File: config.mk
export PLATFORM = sky130hd
export DESIGN_NAME = pc_sequencer
export DESIGN_NICKNAME = d
export VERILOG_FILES = /design/src/rtl/pc_seq_pkg.sv /design/src/rtl/pc_sequencer_return_stack.sv /design/src/rtl/pc_sequencer.sv
export SDC_FILE = /design/constraint.sdc
export NUM_CORES = 1
export LEC_CHECK = 0
export ABC_AREA = 1
export CAP_MARGIN = 20
export CELL_PAD_IN_SITES_DETAIL_PLACEMENT = 1
export CELL_PAD_IN_SITES_GLOBAL_PLACEMENT = 2
export CORE_MARGIN = 5
export CORE_UTILIZATION = 34
export DETAILED_ROUTE_END_ITERATION = 10
export DONT_BUFFER_PORTS = 1
export PLACE_DENSITY_LB_ADDON = 0.1
export SLEW_MARGIN = 20
export SYNTH_ARGS = -nofsm -noshare
export SYNTH_HDL_FRONTEND = slang
export SYNTH_SLANG_ARGS = --single-unit
export TNS_END_PERCENT = 1
File: constraint.sdc
create_clock -name Clock -period 2.5 [get_ports Clock]
set_input_delay 0.625 -clock Clock [delete_from_list [all_inputs] [get_ports Clock]]
set_output_delay 0.625 -clock Clock [all_outputs]
set_load 0.03 [all_outputs]
File: src/rtl/pc_seq_pkg.sv
// Shared types and defaults for the program-counter sequencer.
// Command encodings come from the decode stage; undefined codes fault.
package pc_seq_pkg;

  localparam int ADDR_W_DEF      = 16;
  localparam int OFS_W_DEF       = 9;
  localparam int STACK_DEPTH_DEF = 4;

  typedef enum logic [2:0] {
    CMD_NOP    = 3'd0,
    CMD_JUMP   = 3'd1,
    CMD_BRANCH = 3'd2,
    CMD_CALL   = 3'd3,
    CMD_RET    = 3'd4,
    CMD_HALT   = 3'd5
  } cmd_e;

  typedef enum logic [1:0] {
    ST_RUN   = 2'd0,
    ST_HALT  = 2'd1,
    ST_FAULT = 2'd2
  } state_e;

  // What the program counter is told to do this cycle.
  typedef enum logic [2:0] {
    ACT_INC    = 3'd0,
    ACT_HOLD   = 3'd1,
    ACT_TARGET = 3'd2,
    ACT_RETURN = 3'd3,
    ACT_OFFSET = 3'd4
  } action_e;

endpackage

File: src/rtl/pc_sequencer_return_stack.sv
// Synchronous LIFO of return addresses. Push wins over pop; overflow and
// underflow requests are ignored here and policed by the caller.
module return_stack
  import pc_seq_pkg::*;
#(
  parameter int DEPTH = STACK_DEPTH_DEF,
  parameter int W     = ADDR_W_DEF
) (
  input  logic                     Clock,
  input  logic                     Reset,
  input  logic                     i_clear,
  input  logic                     i_push,
  input  logic                     i_pop,
  input  logic [W-1:0]             i_data,
  output logic [W-1:0]             o_top,
  output logic [$clog2(DEPTH):0]   o_count,
  output logic                     o_full,
  output logic                     o_empty
);

  localparam int PTR_W = $clog2(DEPTH);
  localparam logic [PTR_W:0]   CNT_ONE  = {{PTR_W{1'b0}}, 1'b1};
  localparam logic [PTR_W:0]   CNT_FULL = (PTR_W + 1)'(DEPTH);
  localparam logic [PTR_W-1:0] PTR_ONE  = {{(PTR_W - 1){1'b0}}, 1'b1};

  logic [W-1:0]     r_mem [DEPTH];
  logic [PTR_W:0]   r_count;
  logic [PTR_W-1:0] w_wr_idx;
  logic [PTR_W-1:0] w_top_idx;
  logic             w_do_push;
  logic             w_do_pop;

  assign w_wr_idx  = r_count[PTR_W-1:0];
  assign w_top_idx = w_wr_idx - PTR_ONE;
  assign o_full    = (r_count == CNT_FULL);
  assign o_empty   = (r_count == '0);
  assign o_count   = r_count;
  assign o_top     = r_mem[w_top_idx];
  assign w_do_push = i_push && !o_full;
  assign w_do_pop  = i_pop && !o_empty && !i_push;

  always_ff @(posedge Clock or posedge Reset) begin
    if (Reset) begin
      r_count <= '0;
    end else if (i_clear) begin
      r_count <= '0;
    end else if (w_do_push) begin
      r_count <= r_count + CNT_ONE;
    end else if (w_do_pop) begin
      r_count <= r_count - CNT_ONE;
    end
  end

  // Contents are don't-care after reset, so the array carries no reset.
  always_ff @(posedge Clock) begin
    if (w_do_push) begin
      r_mem[w_wr_idx] <= i_data;
    end
  end

endmodule

File: src/rtl/pc_sequencer.sv
// Drives the program counter's load/offset controls from decoded control-flow
// commands. Outputs are combinational; the counter registers them.
module pc_sequencer
  import pc_seq_pkg::*;
#(
  parameter int STACK_DEPTH = STACK_DEPTH_DEF,
  parameter int ADDR_W      = ADDR_W_DEF,
  parameter int OFS_W       = OFS_W_DEF
) (
  input  logic                         Clock,
  input  logic                         Reset,
  input  logic [ADDR_W-1:0]            CounterValue,
  input  logic                         FetchReady,
  input  logic                         CmdValid,
  output logic                         CmdReady,
  input  logic [2:0]                   CmdType,
  input  logic [ADDR_W-1:0]            CmdTarget,
  input  logic [OFS_W-1:0]             CmdOffset,
  input  logic                         CondTrue,
  input  logic                         Resume,
  output logic                         LoadEnable,
  output logic                         OffsetEnable,
  output logic [ADDR_W-1:0]            LoadValue,
  output logic [OFS_W-1:0]             Offset,
  output logic                         Halted,
  output logic                         Fault,
  output logic [$clog2(STACK_DEPTH):0] StackCount
);

  // Handshake: a command is consumed on any cycle where CmdValid && CmdReady;
  // CmdReady depends only on state and FetchReady, never on CmdValid.

  state_e              r_state;
  state_e              w_next_state;
  action_e             w_action;
  logic                w_rdy;
  logic                w_exec;
  logic                w_push;
  logic                w_pop;
  logic                w_clear;
  logic [ADDR_W-1:0]   w_top;
  logic [ADDR_W-1:0]   w_ret_addr;
  logic                w_full;
  logic                w_empty;

  assign w_exec     = (r_state == ST_RUN) && FetchReady && CmdValid;
  assign w_ret_addr = CounterValue + ADDR_W'(1);

  return_stack #(
    .DEPTH (STACK_DEPTH),
    .W     (ADDR_W)
  ) u_stack (
    .Clock   (Clock),
    .Reset   (Reset),
    .i_clear (w_clear),
    .i_push  (w_push),
    .i_pop   (w_pop),
    .i_data  (w_ret_addr),
    .o_top   (w_top),
    .o_count (StackCount),
    .o_full  (w_full),
    .o_empty (w_empty)
  );

  always_ff @(posedge Clock or posedge Reset) begin
    if (Reset) begin
      r_state <= ST_RUN;
    end else begin
      r_state <= w_next_state;
    end
  end

  always_comb begin
    w_next_state = r_state;
    case (r_state)
      ST_RUN: begin
        if (w_exec) begin
          case (CmdType)
            CMD_NOP, CMD_JUMP, CMD_BRANCH: w_next_state = ST_RUN;
            CMD_CALL: if (w_full)  w_next_state = ST_FAULT;
            CMD_RET:  if (w_empty) w_next_state = ST_FAULT;
            CMD_HALT: w_next_state = ST_HALT;
            default:  w_next_state = ST_FAULT;
          endcase
        end
      end
      ST_HALT, ST_FAULT: begin
        if (Resume) w_next_state = ST_RUN;
      end
      default: w_next_state = ST_FAULT;
    endcase
  end

  always_comb begin
    w_action = ACT_INC;
    w_rdy    = 1'b0;
    w_push   = 1'b0;
    w_pop    = 1'b0;
    w_clear  = 1'b0;
    case (r_state)
      ST_RUN: begin
        if (!FetchReady) begin
          w_action = ACT_HOLD;
        end else begin
          w_rdy = 1'b1;
          if (CmdValid) begin
            case (CmdType)
              CMD_NOP:    w_action = ACT_INC;
              CMD_JUMP:   w_action = ACT_TARGET;
              CMD_BRANCH: w_action = CondTrue ? ACT_OFFSET : ACT_INC;
              CMD_CALL: begin
                if (w_full) begin
                  w_action = ACT_HOLD;
                end else begin
                  w_action = ACT_TARGET;
                  w_push   = 1'b1;
                end
              end
              CMD_RET: begin
                if (w_empty) begin
                  w_action = ACT_HOLD;
                end else begin
                  w_action = ACT_RETURN;
                  w_pop    = 1'b1;
                end
              end
              default: w_action = ACT_HOLD;
            endcase
          end
        end
      end
      default: begin
        w_action = ACT_HOLD;
        // Leaving FAULT discards the stack; leaving HALT keeps it.
        w_clear  = (r_state == ST_FAULT) && Resume;
      end
    endcase
  end

  always_comb begin
    LoadEnable   = 1'b0;
    OffsetEnable = 1'b0;
    LoadValue    = '0;
    Offset       = '0;
    if (!Reset) begin
      case (w_action)
        ACT_HOLD: begin
          LoadEnable = 1'b1;
          LoadValue  = CounterValue;
        end
        ACT_TARGET: begin
          LoadEnable = 1'b1;
          LoadValue  = CmdTarget;
        end
        ACT_RETURN: begin
          LoadEnable = 1'b1;
          LoadValue  = w_top;
        end
        ACT_OFFSET: begin
          OffsetEnable = 1'b1;
          Offset       = CmdOffset;
        end
        default: begin
          LoadEnable   = 1'b0;
          OffsetEnable = 1'b0;
        end
      endcase
    end
  end

  assign CmdReady = w_rdy && !Reset;
  assign Halted   = (r_state == ST_HALT);
  assign Fault    = (r_state == ST_FAULT);

endmodule

==> out/metrics.cfg, run 1 <==
[sta]
whs_ns=0.1886
slew_headroom=0.7115
finalSetupTns_ns=-2.767
finalSetupViolCount=16
clock-skew-final_ns=0.007667
fmax_ghz=0.3706
final_hold_viol_count=0
rsz0062_at_grt=yes
slew_viol_final=0
finalWorstSetupSlack_ns=-0.1985
tightestPinTransition_ns=0.4282
finalCritPeriodShare=1.079
post-route-min-period_ns=2.699

[synthesis]
syn_nets=494
synth.avg_cell_area_um2=8.980
muxShareOfSynthArea=0
yosys.area_share.simple=0.2444
synth-compound-area-share=0.08200
synth_top_family_by_area=simple AND/OR/NAND/NOR gates
synth.distinct_cells=32
yosys.area_share.xor_xnor=0.03363
synthCells=435
ys_seq_area_frac=0.5240
syn_area_um2=3906
synthAdderAreaFrac=0.03075
yosys_warnings=0
ys_seq_elements=69

[clocking]
path_clk_slew_ns=0.06
cts_made_buffers=9
clockBufferDepth=2
clkLatencyLatePin_ns=0.33
cts_root_buf=clkbuf_16
cts_tree=yes
hold_buffers=0
cts.sinks=69
cts_htree_levels=3

[floorplanning]
initial_utilization=0.3450
fp.dieH_um=117.2
coreArea_um2=11320
die_x_um=117.2
dieArea_um2=13730
num_rows=39
ios=83

[setup_path]
path_cells=inv_2 > ha_4 > nand2_4 > nand3_4 > buf_6 > nor3b_4 > buf_6 > buf_12 > nand3_2 > nand2_2 > nor2_2 > nor2_4
required_ns=1.88
regToRegSetupSlack_ns=0.49
crit_type=reg -> out
worst-path-stages=12
crit_slowest_cell=dfrtp_2
crit_top_cell=buf_6
end_kind=output pin
rr_startpoint=r_state[0]$_DFFE_PP0P_
max_stage_delay_ns=0.37
cp-start-kind=flop
path_max_fanout=8
cp_num_buf_inv=4
startpoint=u_stack.o_count[0]$_DFFE_PP0P_
cp_top_family=simple AND/OR/NAND/NOR gates
r2r_cells=10
r2r-end=u_stack.o_count[2]$_DFFE_PP0P_
cp-endpoint=LoadValue[3]
worstPathArrival_ns=2.07

[cells_and_area]
fillers=1281
postLayoutCoreUtil=0.4433
nets=527
n_antenna_cell=0
final_cell_count_no_fill=616
final_common_cell=nor2_1
drive_above_1_share=0.2875
final_cell_mix=nor2_1, edfxtp_1, inv_1
area_growth_pct=28.48
stdcell_area_um2=5019

[routing]
remaining_drc_errors=0
vias=3062
routed_wl_mm=11.14
drtIter0Drc=130
firstDrtPassIters=4
avgRoutedWirePerCell_um=18.08
ant_nets=0
viasPerCell=4.971

[grt]
overflow=0
grt_pass1_wl_mm=17.16
grt_max_degree=39
grt_use_total=0.1659
antenna_found_initial=0
grt_pass1_vias=3220

[place]
place_area_um2=4315
place_inst=588
dp_worst_setup_slack_ns=-0.005718
hpwl_mm=7.898
io_buffers=0
gp_congestion=0.8268

[outcome]
failed_checks=setup timing
outcome=finished with violations

[pwr]
leakage_nw=1.973
powerDensity_nw_per_um2=946.9
ir_worst_vdd_mv=0.5747
power_mw=4.752

[job]
drv_cap=0

[min_path]
min-delay-path-class=in -> async

==> layer usage <==
metal | global-route usage | up-vias | routed length [um]
li1 | - | 1512 | -
met1 | 0.1993 | 1494 | 4624
met2 | 0.3051 | 48 | 6033
met4 | 0.03211 | 0 | 64
met5 | 0 | - | 0
met3 | 0.03650 | 8 | 415
==> synth_stat cells <==
cell type	count	area share
nand3_1	43	0.055
nand2_2	1	0.0016
nor3_1	9	0.012
xnor2_1	6	0.013
nor2_2	3	0.0048
ha_1	8	0.026
inv_2	5	0.0048
clkbuf_1	5	0.0048
fa_1	1	0.0051
clkbuf_8	1	0.0035
o22ai_1	1	0.0016
a21oi_1	3	0.0038
buf_4	1	0.0019
nor4_1	2	0.0032
buf_2	8	0.010
buf_6	5	0.014
nor2_1	98	0.094
edfxtp_1	64	0.49
o21ai_0	29	0.037
nor3b_4	1	0.0048
o21ai_1	19	0.024
nor3_2	7	0.018
nand4_1	4	0.0064
nand3b_1	1	0.0019
nand2_1	42	0.040
dfrtp_1	5	0.032
xor2_1	9	0.020
o21ai_2	6	0.013
dlygate4sd1_1	1	0.0022
nand3_2	1	0.0026
a31oi_1	1	0.0016
inv_1	45	0.043
==> worst min-delay path by stage <==
stage / start / end / slack (ns) / depth (start not counted)
floorplan: r_state[1]$_DFFE_PP0P_ / r_state[1]$_DFFE_PP0P_ / 0.48 / 2
global placement: r_state[1]$_DFFE_PP0P_ / r_state[1]$_DFFE_PP0P_ / 0.51 / 2
detailed placement: Reset / r_state[1]$_DFFE_PP0P_ / 0.53 / 1
CTS: Reset / r_state[1]$_DFFE_PP0P_ / 0.18 / 1
global route: Reset / r_state[1]$_DFFE_PP0P_ / 0.20 / 1
finish: Reset / u_stack.o_count[2]$_DFFE_PP0P_ / 0.19 / 1
==> logic make-up (layout without fill, tap and decap cells) <==
family,Yosys count,in the layout
AND/OR/NAND/NOR,212,212
buffers and inverters,71,109
flip-flops,69,69
AO/OA/AOI/OAI,59,59
XOR/XNOR,15,15
adder cells (fa/ha/maj),9,9
==> registers in the layout (all words and copies together) (netlist names) <==
name,flops
u_stack.o_count,3
r_state,2
u_stack.r_mem,64
==> worst register-to-register path: stages, from the launching register on <==
cell and delay (ns):
dfrtp_1 0.38, inv_2 0.08, ha_4 0.15, nand2_2 0.08, nor2_4 0.11, buf_6 0.12
nand3_1 0.10, fa_1 0.40, xnor2_1 0.20, xor2_1 0.18, o22ai_1 0.08
==> timing repair <==
item | CTS | global route
resized for setup | 39 | 18
endpoints found under the setup margin | 26 | 26
buffers inserted | 8 | 0
pin swaps | 19 | 13
gates cloned | 4 | 0
==> cell type report <==
cell class / count / area, um^2 / share of cell area
Sequential cell: 69 / 2048 / 0.4081
Multi-Input combinational cell: 295 / 1795 / 0.3578
Timing Repair Buffer: 43 / 490.5 / 0.09773
Clock buffer: 10 / 229.0 / 0.04562
Inverter: 50 / 190.2 / 0.03790
Tap cell: 143 / 178.9 / 0.03565
Clock inverter: 6 / 86.33 / 0.01720
==> report_power, final <==
group          internal [mW]  leakage (nW)  total (mW)  switching (mW)
logic                  0.734          1.18        2.09            1.36
registers               1.31         0.639        1.34          0.0263
clock network          0.872         0.154        1.32           0.450
No activity file was read; power rests on OpenSTA's default activity.
==> inputs of run 2 (changes only) <==
--- a/config.mk
+++ b/config.mk
@@ -14,6 +14,7 @@
 export DETAILED_ROUTE_END_ITERATION = 10
 export DONT_BUFFER_PORTS = 1
 export PLACE_DENSITY_LB_ADDON = 0.1
+export RECOVER_POWER = 100
 export SLEW_MARGIN = 20
 export SYNTH_ARGS = -nofsm -noshare
 export SYNTH_HDL_FRONTEND = slang
==> constraint.sdc (replaced) <==
create_clock -name Clock -period 2.5 [get_ports Clock]
set_input_delay 0.25 -clock Clock [delete_from_list [all_inputs] [get_ports Clock]]
set_output_delay 0.25 -clock Clock [all_outputs]
set_load 0.03 [all_outputs]
==> run 2 against run 1 <==
Effect of this change: the flow now finishes without violations; critical path depth stayed put; non-clock buffer count is 3 higher; first-iteration DRC count is 25% lower; critical path type unchanged; largest power group unchanged.
==> out/metrics.cfg, run 2 (synthesis results as in run 1) <==
[outcome]
outcome=finished, final reports clean  ; was finished with violations

[setup_path]
end_kind=output pin  ; unchanged
required_ns=2.25  ; was 1.88 ns
path_cells=inv_1 > ha_2 > nand2_2 > nor2_2 > inv_2 > nor2_4 > nand2_4 > buf_4 > nor3_1 > nor2_1 > nor2_1 > buf_4  ; was inv_2 > ha_4 > nand2_4 > nand3_4 > buf_6 > nor3b_4 > buf_6 > buf_12 > nand3_2 > nand2_2 > nor2_2 > nor2_4
crit_slowest_cell=dfrtp_1  ; was dfrtp_2
crit_type=reg -> out  ; unchanged
cp_top_family=simple AND/OR/NAND/NOR gates  ; unchanged
worstPathArrival_ns=2.15  ; was 2.07 ns
cp-start-kind=flop  ; unchanged
cp_num_buf_inv=4  ; unchanged
max_stage_delay_ns=0.39  ; was 0.37 ns
path_max_fanout=8  ; unchanged

[floorplanning]
dieArea_um2=13730  ; unchanged
num_rows=39  ; unchanged
initial_utilization=0.3450  ; unchanged
die_x_um=117.2  ; unchanged
ios=83  ; unchanged
fp.dieH_um=117.2  ; unchanged
coreArea_um2=11320  ; unchanged

[place]
io_buffers=0  ; unchanged
dp_worst_setup_slack_ns=0.2376  ; was -0.005718 ns
place_inst=597  ; was 588
hpwl_mm=7.812  ; was 7.898 mm
gp_congestion=0.7915  ; was 0.8268

[routing]
remaining_drc_errors=0  ; unchanged
vias=3049  ; was 3,062
ant_nets=0  ; unchanged
viasPerCell=4.926  ; was 4.971
firstDrtPassIters=4  ; unchanged
routed_wl_mm=10.86  ; was 11.14 mm
drtIter0Drc=97  ; was 130
avgRoutedWirePerCell_um=17.55  ; was 18.08 um

[pwr]
powerDensity_nw_per_um2=958.5  ; was 946.9 nW/um^2
leakage_nw=1.909  ; was 1.973 nW
power_mw=4.533  ; was 4.752 mW
ir_worst_vdd_mv=0.7923  ; was 0.5747 mV

[grt]
grt_pass1_wl_mm=16.66  ; was 17.16 mm
grt_use_total=0.1623  ; was 0.1659
antenna_found_initial=0  ; unchanged
grt_max_degree=39  ; unchanged
grt_pass1_vias=3113  ; was 3,220
overflow=0  ; unchanged

[sta]
final_hold_viol_count=0  ; unchanged
finalWorstSetupSlack_ns=0.1024  ; was -0.1985 ns
slew_viol_final=0  ; unchanged
fmax_ghz=0.4171  ; was 0.3706 GHz
rsz0062_at_grt=yes  ; unchanged
slew_headroom=0.6269  ; was 0.7115
whs_ns=0.1445  ; was 0.1886 ns
post-route-min-period_ns=2.398  ; was 2.699 ns
finalSetupViolCount=0  ; was 16
clock-skew-final_ns=0.008395  ; was 0.007667 ns
tightestPinTransition_ns=0.5597  ; was 0.4282 ns
finalSetupTns_ns=0  ; was -2.767 ns
finalCritPeriodShare=0.9591  ; was 1.079

[clocking]
cts_made_buffers=9  ; unchanged
cts_root_buf=clkbuf_16  ; unchanged
cts_htree_levels=3  ; unchanged
cts.sinks=69  ; unchanged
clockBufferDepth=2  ; unchanged
cts_tree=yes  ; unchanged
clkLatencyLatePin_ns=0.33  ; about the same
path_clk_slew_ns=0.06  ; about the same

[cells_and_area]
final_common_cell=nor2_1  ; unchanged
nets=530  ; was 527
area_growth_pct=21.08  ; was 28.48%
final_cell_mix=nor2_1, edfxtp_1, nand3_1  ; was nor2_1, edfxtp_1, inv_1
drive_above_1_share=0.2185  ; was 0.2875
final_cell_count_no_fill=619  ; was 616
fillers=1301  ; was 1,281
regMostFlops=u_stack.r_mem  ; unchanged
n_antenna_cell=0  ; unchanged
largest_reg_flops=64  ; unchanged

[min_path]
min-delay-path-class=in -> reg  ; was in -> async

[job]
drv_cap=0  ; unchanged

-- run 2: through the flow --
step / cell area (um^2) / utilization
floorplan: 3911 / -
global placement: 4270 / 0.3772
detailed placement: 4270 / 0.3772
CTS: 4621 / 0.4082
global route: 4730 / 0.4178
finish: 4730 / 0.4178
-- run 2: per-layer routing --
layer / track usage / vias to the layer above / routed length (um)
met5: 0 / - / 0
met4: 0.02829 / 0 / 65
met3: 0.03959 / 7 / 423
met2: 0.2998 / 49 / 6009
met1: 0.1928 / 1477 / 4362
li1: - / 1516 / -
-- run 2: what timing repair did --
item	4_1_cts	5_1_grt
resized for setup	4	23
cloned	0	2
pin swaps	2	4
setup buffers	2	1
setup endpoints to repair	16	16
endpoints found under the hold margin	5	0
hold buffers	1	0
-- run 2: where the power goes --
group          leakage [nW]  switching, mW  internal (mW)
clock network         0.136          0.467          0.778
registers             0.639         0.0382           1.31
logic                  1.13           1.27          0.667
total                  1.91           1.78           2.76
-- run 2: final timing paths --
kind	start	to	slack (ns)	depth (start not counted)
setup / recovery	r_state[1]$_DFFE_PP0P_	LoadValue[8]	0.10	12
hold / removal	CounterValue[0]	u_stack.r_mem[0][0]$_DFFE_PP_	0.14	1
setup reg to reg	r_state[1]$_DFFE_PP0P_	u_stack.o_count[2]$_DFFE_PP0P_	0.29	11
hold reg to reg	r_state[1]$_DFFE_PP0P_	r_state[1]$_DFFE_PP0P_	0.53	2
max in group asynchronous	Reset	u_stack.o_count[2]$_DFFE_PP0P_	1.84	2
min in group asynchronous	Reset	r_state[1]$_DFFE_PP0P_	0.36	2
-- run 2: worst reg2reg max path, stage by stage, from the launching register on --
cell and delay [ns]:
dfrtp_1 0.39, inv_1 0.09, ha_2 0.19, nand2_2 0.07
nor2_2 0.14, buf_4 0.12, buf_4 0.12, nand3_1 0.10
fa_1 0.41, xnor2_1 0.20, xor2_1 0.17, o22ai_1 0.08
-- run 2: area by class of cell --
class | count | area [um^2] | share of cell area
Clock inverter | 6 | 70.07 | 0.01481
Timing Repair Buffer | 46 | 420.4 | 0.08889
Tap cell | 143 | 178.9 | 0.03783
Inverter | 50 | 187.7 | 0.03968
Multi-Input combinational cell | 295 | 1595 | 0.3373
Clock buffer | 10 | 229.0 | 0.04841
Sequential cell | 69 | 2048 | 0.4331
